[src/rtl/despacho_pkg.sv]
// Shared constants for the dispatch unit: opcodes, functional classes,
// instruction field positions, tag encoding and FSM states.
package despacho_pkg;

  localparam int unsigned INSTR_W  = 16;
  localparam int unsigned REG_W    = 3;
  localparam int unsigned NUM_REGS = 8;
  localparam int unsigned TAG_W    = 3;
  localparam int unsigned MAX_RS   = 7;

  localparam int unsigned OP_MSB = 15;
  localparam int unsigned OP_LSB = 12;
  localparam int unsigned RD_MSB = 11;
  localparam int unsigned RD_LSB = 9;
  localparam int unsigned RS_MSB = 8;
  localparam int unsigned RS_LSB = 6;
  localparam int unsigned RT_MSB = 5;
  localparam int unsigned RT_LSB = 3;

  localparam logic [TAG_W-1:0] TAG_READY = 3'd0;

  localparam logic [3:0] OP_ADD  = 4'h0;
  localparam logic [3:0] OP_SUB  = 4'h1;
  localparam logic [3:0] OP_MUL  = 4'h2;
  localparam logic [3:0] OP_DIV  = 4'h3;
  localparam logic [3:0] OP_LD   = 4'h4;
  localparam logic [3:0] OP_ST   = 4'h5;
  localparam logic [3:0] OP_HALT = 4'hF;

  localparam logic [1:0] CLS_ADD  = 2'd0;
  localparam logic [1:0] CLS_MUL  = 2'd1;
  localparam logic [1:0] CLS_MEM  = 2'd2;
  localparam logic [1:0] CLS_NONE = 2'd3;

  typedef enum logic [2:0] {
    ST_IDLE  = 3'd0,
    ST_POP   = 3'd1,
    ST_FETCH = 3'd2,
    ST_ISSUE = 3'd3,
    ST_HALT  = 3'd4
  } state_t;

  // Functional class of an opcode; NOP and HALT map to CLS_NONE.
  function automatic logic [1:0] op_class(input logic [3:0] op);
    case (op)
      OP_ADD, OP_SUB: return CLS_ADD;
      OP_MUL, OP_DIV: return CLS_MUL;
      OP_LD,  OP_ST:  return CLS_MEM;
      default:        return CLS_NONE;
    endcase
  endfunction

endpackage

[src/rtl/tabela_status_registradores.sv]
// Register status table: producer tag per architectural register, with CDB
// bypass on the read ports and CDB clearing that yields to a same-cycle write.
module tabela_status_registradores
  import despacho_pkg::*;
(
  input  logic             Clock,
  input  logic             Reset,
  input  logic [REG_W-1:0] rd_addr_a,
  input  logic [REG_W-1:0] rd_addr_b,
  output logic [TAG_W-1:0] rd_tag_a_c,
  output logic [TAG_W-1:0] rd_tag_b_c,
  input  logic             wr_en,
  input  logic [REG_W-1:0] wr_addr,
  input  logic [TAG_W-1:0] wr_tag,
  input  logic             cdb_valid,
  input  logic [TAG_W-1:0] cdb_tag
);

  logic [NUM_REGS-1:0][TAG_W-1:0] entries;
  logic                           cdb_live;

  assign cdb_live = cdb_valid && (cdb_tag != TAG_READY);

  // A result broadcast this cycle already makes the operand available.
  always_comb begin
    rd_tag_a_c = entries[rd_addr_a];
    rd_tag_b_c = entries[rd_addr_b];
    if (cdb_live && (rd_tag_a_c == cdb_tag)) rd_tag_a_c = TAG_READY;
    if (cdb_live && (rd_tag_b_c == cdb_tag)) rd_tag_b_c = TAG_READY;
  end

  always_ff @(posedge Clock or posedge Reset) begin
    if (Reset) begin
      entries <= '0;
    end else begin
      for (int unsigned r = 0; r < NUM_REGS; r++) begin
        if (wr_en && (wr_addr == REG_W'(r)))
          entries[r] <= wr_tag;
        else if (cdb_live && (entries[r] == cdb_tag))
          entries[r] <= TAG_READY;
      end
    end
  end

endmodule

[src/rtl/unidade_de_despacho.sv]
// Dispatch unit: pops the instruction queue, allocates the lowest free
// reservation station of the op's class and renames operands via the RST.
module unidade_de_despacho
  import despacho_pkg::*;
#(
  parameter int unsigned NUM_RS_ADD = 3,
  parameter int unsigned NUM_RS_MUL = 2,
  parameter int unsigned NUM_RS_MEM = 2
) (
  input  logic                  Clock,
  input  logic                  Reset,
  input  logic                  Empty,
  input  logic [15:0]           Instrucao,
  output logic                  Pop,
  input  logic [NUM_RS_ADD-1:0] RS_Busy_Add,
  input  logic [NUM_RS_MUL-1:0] RS_Busy_Mul,
  input  logic [NUM_RS_MEM-1:0] RS_Busy_Mem,
  input  logic                  CDB_Valid,
  input  logic [2:0]            CDB_Tag,
  output logic                  Issue_Valid,
  output logic [1:0]            Issue_Class,
  output logic [2:0]            Issue_Slot,
  output logic [2:0]            Issue_Tag,
  output logic [3:0]            Issue_Op,
  output logic [2:0]            Issue_Rd,
  output logic [2:0]            Issue_Rs,
  output logic [2:0]            Issue_Rt,
  output logic [2:0]            Issue_Qj,
  output logic [2:0]            Issue_Qk,
  output logic                  Halted,
  output logic                  Stall
);

  state_t                    state, state_nx;
  logic [INSTR_W-1:RT_LSB]   ir;
  logic [3:0]                op;
  logic [REG_W-1:0]          rd, rs, rt;
  logic [1:0]                cls;
  logic [MAX_RS-1:0]         free;
  logic                      any_free;
  logic [TAG_W-1:0]          slot, class_base, issue_tag;
  logic [TAG_W-1:0]          qj_c, qk_c;
  logic                      pop_d, issue_d, stall_d, halted_d, ir_load, rst_we;
  logic                      unused_instr_bits;

  assign unused_instr_bits = ^Instrucao[RT_LSB-1:0];

  assign op  = ir[OP_MSB:OP_LSB];
  assign rd  = ir[RD_MSB:RD_LSB];
  assign rs  = ir[RS_MSB:RS_LSB];
  assign rt  = ir[RT_MSB:RT_LSB];
  assign cls = op_class(op);

  // Free stations of the decoded class, then lowest free index.
  always_comb begin
    free       = '0;
    class_base = TAG_READY;
    case (cls)
      CLS_ADD: begin
        for (int unsigned i = 0; i < NUM_RS_ADD; i++) free[i] = ~RS_Busy_Add[i];
      end
      CLS_MUL: begin
        for (int unsigned i = 0; i < NUM_RS_MUL; i++) free[i] = ~RS_Busy_Mul[i];
        class_base = TAG_W'(NUM_RS_ADD);
      end
      CLS_MEM: begin
        for (int unsigned i = 0; i < NUM_RS_MEM; i++) free[i] = ~RS_Busy_Mem[i];
        class_base = TAG_W'(NUM_RS_ADD + NUM_RS_MUL);
      end
      default: ;
    endcase
  end

  always_comb begin
    any_free = 1'b0;
    slot     = '0;
    for (int i = MAX_RS - 1; i >= 0; i--) begin
      if (free[i]) begin
        any_free = 1'b1;
        slot     = TAG_W'(i);
      end
    end
  end

  assign issue_tag = class_base + slot + TAG_W'(1);

  tabela_status_registradores u_rst (
    .Clock      (Clock),
    .Reset      (Reset),
    .rd_addr_a  (rs),
    .rd_addr_b  (rt),
    .rd_tag_a_c (qj_c),
    .rd_tag_b_c (qk_c),
    .wr_en      (rst_we),
    .wr_addr    (rd),
    .wr_tag     (issue_tag),
    .cdb_valid  (CDB_Valid),
    .cdb_tag    (CDB_Tag)
  );

  always_ff @(posedge Clock or posedge Reset) begin
    if (Reset) begin
      state <= ST_IDLE;
      ir    <= '0;
    end else begin
      state <= state_nx;
      if (ir_load) ir <= Instrucao[INSTR_W-1:RT_LSB];
    end
  end

  // Next state plus the values the output registers take at the next edge.
  always_comb begin
    state_nx = state;
    pop_d    = 1'b0;
    issue_d  = 1'b0;
    stall_d  = 1'b0;
    halted_d = 1'b0;
    ir_load  = 1'b0;
    rst_we   = 1'b0;
    case (state)
      ST_IDLE: begin
        if (!Empty) begin
          state_nx = ST_POP;
          pop_d    = 1'b1;
        end
      end
      ST_POP:   state_nx = ST_FETCH;
      ST_FETCH: begin
        ir_load  = 1'b1;
        state_nx = ST_ISSUE;
      end
      ST_ISSUE: begin
        if (op == OP_HALT) begin
          state_nx = ST_HALT;
          halted_d = 1'b1;
        end else if (cls == CLS_NONE) begin
          state_nx = ST_IDLE;
        end else if (any_free) begin
          issue_d  = 1'b1;
          rst_we   = (op != OP_ST);
          state_nx = ST_IDLE;
        end else begin
          stall_d  = 1'b1;
        end
      end
      ST_HALT:  halted_d = 1'b1;
      default:  state_nx = ST_IDLE;
    endcase
  end

  always_ff @(posedge Clock or posedge Reset) begin
    if (Reset) begin
      Pop         <= 1'b0;
      Stall       <= 1'b0;
      Halted      <= 1'b0;
      Issue_Valid <= 1'b0;
      Issue_Class <= '0;
      Issue_Slot  <= '0;
      Issue_Tag   <= '0;
      Issue_Op    <= '0;
      Issue_Rd    <= '0;
      Issue_Rs    <= '0;
      Issue_Rt    <= '0;
      Issue_Qj    <= '0;
      Issue_Qk    <= '0;
    end else begin
      Pop         <= pop_d;
      Stall       <= stall_d;
      Halted      <= halted_d;
      Issue_Valid <= issue_d;
      if (issue_d) begin
        Issue_Class <= cls;
        Issue_Slot  <= slot;
        Issue_Tag   <= issue_tag;
        Issue_Op    <= op;
        Issue_Rd    <= rd;
        Issue_Rs    <= rs;
        Issue_Rt    <= rt;
        Issue_Qj    <= qj_c;
        Issue_Qk    <= (op == OP_LD) ? TAG_READY : qk_c;
      end
    end
  end

endmodule

[config.mk]
export PLATFORM = sky130hd
export DESIGN_NAME = unidade_de_despacho
export DESIGN_NICKNAME = d
export VERILOG_FILES = /design/src/rtl/despacho_pkg.sv /design/src/rtl/tabela_status_registradores.sv /design/src/rtl/unidade_de_despacho.sv
export SDC_FILE = /design/constraint.sdc
export NUM_CORES = 1
export LEC_CHECK = 0
export CAP_MARGIN = 20
export CORE_UTILIZATION = 45
export DETAILED_ROUTE_END_ITERATION = 10
export PLACE_DENSITY = 0.69
export SETUP_SLACK_MARGIN = 0.3
export SLEW_MARGIN = 20
export SYNTH_ARGS = -nofsm -noshare
export SYNTH_HDL_FRONTEND = slang
export SYNTH_SLANG_ARGS = --single-unit
[constraint.sdc]
create_clock -name Clock -period 3.69 [get_ports Clock]
set_input_delay 0.5535 -clock Clock [delete_from_list [all_inputs] [get_ports Clock]]
set_output_delay 0.5535 -clock Clock [all_outputs]
set_load 0.05 [all_outputs]
==> results of run 1 <==
-- worst paths after layout --
check	depth (start not counted)	to	from	slack (ns)
max	9	Issue_Tag[1]$_DFFE_PP0P_	ir[15]$_DFFE_PP0P_	0.71
min	2	Issue_Rd[1]$_DFFE_PP0P_	Issue_Rd[1]$_DFFE_PP0P_	0.47
max reg2reg	9	Issue_Tag[1]$_DFFE_PP0P_	ir[15]$_DFFE_PP0P_	0.71
min reg2reg	2	Issue_Rd[1]$_DFFE_PP0P_	Issue_Rd[1]$_DFFE_PP0P_	0.47
max in group asynchronous	3	Issue_Tag[2]$_DFFE_PP0P_	Reset	2.42
min in group asynchronous	2	Issue_Rs[2]$_DFFE_PP0P_	Reset	0.55
-- metal layers --
layer	global-route usage	up-vias
met5	0	-
li1	-	1320
met4	0.0732	0
met2	0.331	70
met3	0.0330	8
met1	0.285	1372
-- flip-flops by register name, summed over array words and instances, names as in the netlist --
name and cells:
Halted 1, Pop 1, Issue_Rd 3, Issue_Rs 3, Issue_Valid 1, Issue_Op 4
ir 13, Issue_Rt 3, u_rst.entries 24, Issue_Slot 2, state 3, Issue_Tag 3
Issue_Qj 3, Issue_Class 2, Issue_Qk 3, Stall 1
-- placed cells by master (no fill, tap or decap), drive strengths merged, types with 3 or more instances in the layout --
cell type,count
nand2,79
dfrtp,70
clkdlybuf4s50,56
mux2i,31
xnor2,29
mux2,14
buf,12
mux4,12
inv,12
clkbuf,11
o21ai,11
nand4,9
nor2,6
nor3,6
nand3,4
ha,4
nor3b,4
clkinv,4
a22o,3
nor4,3
-- cell type report --
class | instances | area (µm²)
clock buffer | 11 | 151
inverter | 13 | 48.8
clock inverter | 5 | 33.8
multi-input combinational | 242 | 1940
sequential | 70 | 1750
timing repair buffer | 68 | 651
fill | 727 | 3590
tap | 105 | 131
-- per-stage QoR --
stage               setup WS [ns]  total power [µW]
floorplan                   0.930              2760
global placement            0.607              3310
detailed placement          0.539              3350
CTS                         0.503              3930
global route                0.467              4160
finish                      0.705              3910
-- logic make-up after synthesis --
logic type	Yosys count
AOI/OAI and AO/OA	27
adders and majority gates	5
other	1
DFF	70
and+or+nand+nor	121
muxes	57
buffers and inverters	31
xor gates and xnor gates	31
-- power breakdown --
group / leakage [µW] / switching [µW] / internal (µW)
registers: 0.000916 / 359 / 1050
logic: 0.00103 / 1120 / 802
clock network: 0.0000913 / 293 / 279
total: 0.00204 / 1780 / 2130
-- tightest hold or removal path, cell delays in order (launching register included) --
cell	delay, ns
dfrtp_1	0.34
nand2_1	0.05
nand2_1	0.05
-- what timing repair did --
action,CTS,global route
setup buffers,0,0
resized for setup,0,1
endpoints found under the setup margin,0,1
hold buffers,0,0
==> flow_summary.toml, run 1 <==
[status]
outcome = "finished, final reports clean"

[timing]
hold_viol = 0
finalClockSkew_ns = 0.00707
max_freq_mhz = 335
max_slew.worst_pin.slew_ns = 0.670
setup_viol = 0
period_share = 0.809
slew_violations = 0
hold_slack_ns = 0.474
relSlewSlack = 0.552
min_period_ns = 2.98
fin_setup_tns_ns = 0
rsz0062_at_grt = "no"

[detailed_routing]
dr.max_layer_used = "met4"
wl_per_cell_um = 16.5
ant_nets = 0
drc = 0
drt_wl_total_mm = 8.50
met3_length_um = 367
dr_wl_met2_mm = 4.03
vias = 2770
drt_iter0_drc = 83
wl_met1_mm = 4.00
viasPerCell = 5.39
drt_pass1_iterations = 4

[setup_path]
worstSetupPathType = "flop to flop"
crit_fanout = 9
path_cells = "nor3b_2 -> ha_1 -> a21boi_0 -> a21o_1 -> o21ai_0 -> nor3b_1 -> fa_1 -> clkinv_1 -> o21ai_0"
critPathBufInv = 1
worstPathRequired_ns = 3.94
crit_slowest_cell = "fa_1"
cp-start-kind = "flop"
cp_common_cell = "o21ai_0"
worstPathArrival_ns = 3.24
max_stage_delay_ns = 0.55
crit_family = "adder cells"
crit_path_end_kind = "flop"

[place]
dp_cells = 497
hpwl_mm = 6.27
gp_congestion = 0.842
io_buffers = 56
post_dp_cell_area_um2 = 4510

[logic_synthesis]
synthTopCellsByArea = "dfrtp_1, mux2i_1, nand2_1, mux4_1, xnor2_1"
synth_top_family_by_area = "multiplexers"
synth.area.mux_share = 0.200
synthXorXnorAreaFrac = 0.0700
synth_edf_count = 0
synth-seq-cells = 70
syn_area_um2 = 3880
synthAdderAreaFrac = 0.0181
postSynthNetCount = 378
synth_cell_types = 53
synth_top_flop_cell = "dfrtp_1"
synthesis.instances = 343
yosys-top-cells-count = "nand2_1, dfrtp_1, mux2i_1, xnor2_1, mux2_2"
synthDominantCellAreaShare = 0.452
synth.most_common_cell = "nand2_1"
synth_compound_area_frac = 0.0484
yosys.area.top_type = "dfrtp_1"
ys_seq_area_frac = 0.452
yosys.area_share.simple = 0.160
synthesis.area_per_instance_um2 = 11.3
yosysWarnings = 0
async_reset_ff_frac = 1.00

[cts]
cts_buffers = 9
path_clk_slew_ns = 0.08
cts-root-buf = "clkbuf_8"
htreeDepth = 3
clkLatencyLatePin_ns = 0.34
cts_tree = "built"
cts.sinks = 70
clk_path_buf_depth = 2

[die]
dieHeight_um = 94.8
core_um2 = 8300
initial_core_util = 0.467
fp.dieW_um = 94.8
dieArea_um2 = 8990
ios = 61
rows = 33

[final_layout]
design_area_um2 = 4710
fin_cells = 514
post_route_cells_drive_above_1_share = 0.149
fin_nets = 439
antenna_cells = 0
area_growth_pct = 21.4
finish.utilization = 0.567

[power]
p_leak_uw = 0.00204
ir_drop_mv = 0.235
power_density_nw_per_um2 = 830

[global_route]
grt_pass1_wl_mm = 14.0
grt_max_degree = 26
antenna_found_initial = 0
grt_pass1_vias = 2810
grt_use_total = 0.207
grt_overflow = 0

[hold_path]
hp-class = "flop to flop"

[run]
cap_violations = 0
No activity file was read; power rests on OpenSTA's default activity.
==> inputs of run 2 (changes only) <==
--- a/config.mk
+++ b/config.mk
@@ -8,7 +8,7 @@
 export CAP_MARGIN = 20
 export CORE_UTILIZATION = 45
 export DETAILED_ROUTE_END_ITERATION = 10
-export PLACE_DENSITY = 0.69
+export PLACE_DENSITY = 0.71
 export SETUP_SLACK_MARGIN = 0.3
 export SLEW_MARGIN = 20
 export SYNTH_ARGS = -nofsm -noshare
==> constraint.sdc (replaced) <==
create_clock -name Clock -period 2.6 [get_ports Clock]
set_input_delay 0.39 -clock Clock [delete_from_list [all_inputs] [get_ports Clock]]
set_output_delay 0.39 -clock Clock [all_outputs]
set_load 0.05 [all_outputs]
==> flow_summary.toml, run 2 (same netlist as run 1, synthesis figures left out) <==
[power]
ir_drop_mv = 0.522
p_int_uw = 3710
switching_share = 0.434
p_total_uw = 6570
p_comb_frac = 0.534
pwr-share-clk = 0.159
p_seq_frac = 0.307
power_density_nw_per_um2 = 1250
power_switching_uw = 2850
p_leak_uw = 0.00227

[global_route]
use_met2 = 0.387
grt_pass1_vias = 3058
grt_use_total = 0.223
grt_overflow = 0
grt_pass1_wl_mm = 15.0
grt.met3_usage = 0.0306
global_route.usage.met1 = 0.284
grt_max_degree = 71
grt.busiest_layer = "met2"
antenna_found_initial = 0

[timing]
min_period_ns = 2.58
period_share = 0.992
relSlewSlack = 0.660
max_slew.worst_pin.slew_ns = 0.509
fin_setup_tns_ns = 0
rsz0062_at_grt = "yes"
finalClockSkew_ns = 0.00904
hold_viol = 0
hold_slack_ns = 0.441
slew_violations = 0
setup_viol = 0
max_freq_mhz = 388

[setup_path]
crit_fanout = 5
crit_path_end_kind = "flop"
worstPathArrival_ns = 2.79
cp-start-kind = "flop"
worstPathRequired_ns = 2.81
worstSetupPathType = "flop to flop"

[die]
core_um2 = 8300
rows = 33
initial_core_util = 0.467
dieArea_um2 = 8990
fp.dieW_um = 94.8
ios = 61
dieHeight_um = 94.8

[final_layout]
area_growth_pct = 35.3
antenna_cells = 0
design_area_um2 = 5250
regMostFlops = "u_rst.entries"
largest_register_ffs = 24
fin_nets = 465
layout_common_cells = "nand2_1, dfrtp_1, clkdlybuf4s50_1"
reg_top3 = "u_rst.entries (24), ir (13), Issue_Op (4)"
post_route_cells_drive_above_1_share = 0.257
fin_cells = 540
final_common_cell = "nand2_1"

[detailed_routing]
wl_per_cell_um = 17.5
ant_nets = 0
vias = 2947
drt_pass1_iterations = 5
drc = 0
drt_wl_total_mm = 9.45
viasPerCell = 5.46
drt_iter0_drc = 120

[cts]
cts_buffers = 9
htreeDepth = 3
cts_tree = "built"
cts-root-buf = "clkbuf_8"
clk_path_buf_depth = 2
path_clk_slew_ns = 0.08
cts.sinks = 70
clkLatencyLatePin_ns = 0.34

[place]
dp_cells = 506
hpwl_mm = 6.27
gp_congestion = 0.842
post_dp_cell_area_um2 = 4650
io_buffers = 56

[run]
cap_violations = 0

[hold_path]
hp-class = "input pin to asynchronous set/reset pin"

[status]
outcome = "finished, final reports clean"
-- run 2: changes by cell type in the layout (fill, tap and decap cells not counted), moves of 4 or more --
cell | previous run | this run
nor3_4 | 0 | 4
inv_1 | 10 | 6
nor3_2 | 4 | 0
buf_4 | 12 | 28
o21ai_0 | 10 | 5
buf_12 | 0 | 5
-- run 2: through the flow --
stage / utilization / worst slack [ns]
2_1_floorplan: - / 0.172
3_3_place_gp: 0.561 / -0.00411
3_5_place_dp: 0.561 / -0.0440
4_1_cts: 0.618 / 0.0428
5_1_grt: 0.632 / -0.0986
6_report: 0.632 / 0.0208
-- run 2: path summary, 6_finish.rpt --
| path | startpoint | to | slack [ns] | depth (start not counted) |
|---|---|---|---|---|
| worst max-delay path | ir[15]$_DFFE_PP0P_ | u_rst.entries[22]$_DFFE_PP0P_ | 0.02 | 10 |
| worst min-delay path | Reset | Pop$_DFF_PP0_ | 0.44 | 3 |
| worst max register to register | ir[15]$_DFFE_PP0P_ | u_rst.entries[22]$_DFFE_PP0P_ | 0.02 | 10 |
| worst min register to register | Issue_Rd[2]$_DFFE_PP0P_ | Issue_Rd[2]$_DFFE_PP0P_ | 0.47 | 2 |
| max in group asynchronous | Reset | u_rst.entries[22]$_DFFE_PP0P_ | 1.85 | 3 |
| min in group Clock | Issue_Rd[2]$_DFFE_PP0P_ | Issue_Rd[2]$_DFFE_PP0P_ | 0.47 | 2 |
-- run 2: layer usage --
layer | up-vias | wire (µm)
met2 | 86 | 4800
met4 | 0 | 196
li1 | 1367 | -
met3 | 24 | 428
met5 | - | 0
met1 | 1470 | 4030
-- run 2: area by class of cell --
| class | count | area [µm²] |
|---|---|---|
| tap | 105 | 131 |
| timing repair buffer | 92 | 908 |
| inverter | 13 | 61.3 |
| clock buffer | 10 | 128 |
| sequential | 70 | 1760 |
| timing repair inverter | 1 | 8.76 |
| clock inverter | 6 | 110 |
| multi-input combinational | 243 | 2150 |
| fill | 650 | 3050 |
-- run 2: critical path, stage by stage, from the launching register on --
cell,delay [ns]
dfrtp_2,0.47
nor3b_4,0.29
inv_2,0.11
ha_4,0.18
buf_4,0.14
a21o_1,0.16
o21ai_2,0.16
nor3b_4,0.23
fa_2,0.51
clkinv_4,0.11
mux2i_1,0.08
-- run 2: power groups by stage --
stage	Combinational (µW)	Sequential, µW	Clock [µW]
floorplan	1590	2450	0
global placement	2930	1980	0
detailed placement	2990	2000	0
CTS	3330	1990	1060
global route	3750	2090	1110
finish	3510	2020	1040
-- run 2: timing repair --
action | 4_1_cts | 5_1_grt
pin swaps | 14 | 12
endpoints found under the setup margin | 33 | 49
setup buffers | 11 | 4
resized for setup | 22 | 21
cloned | 3 | 0
hold buffers | 0 | 0
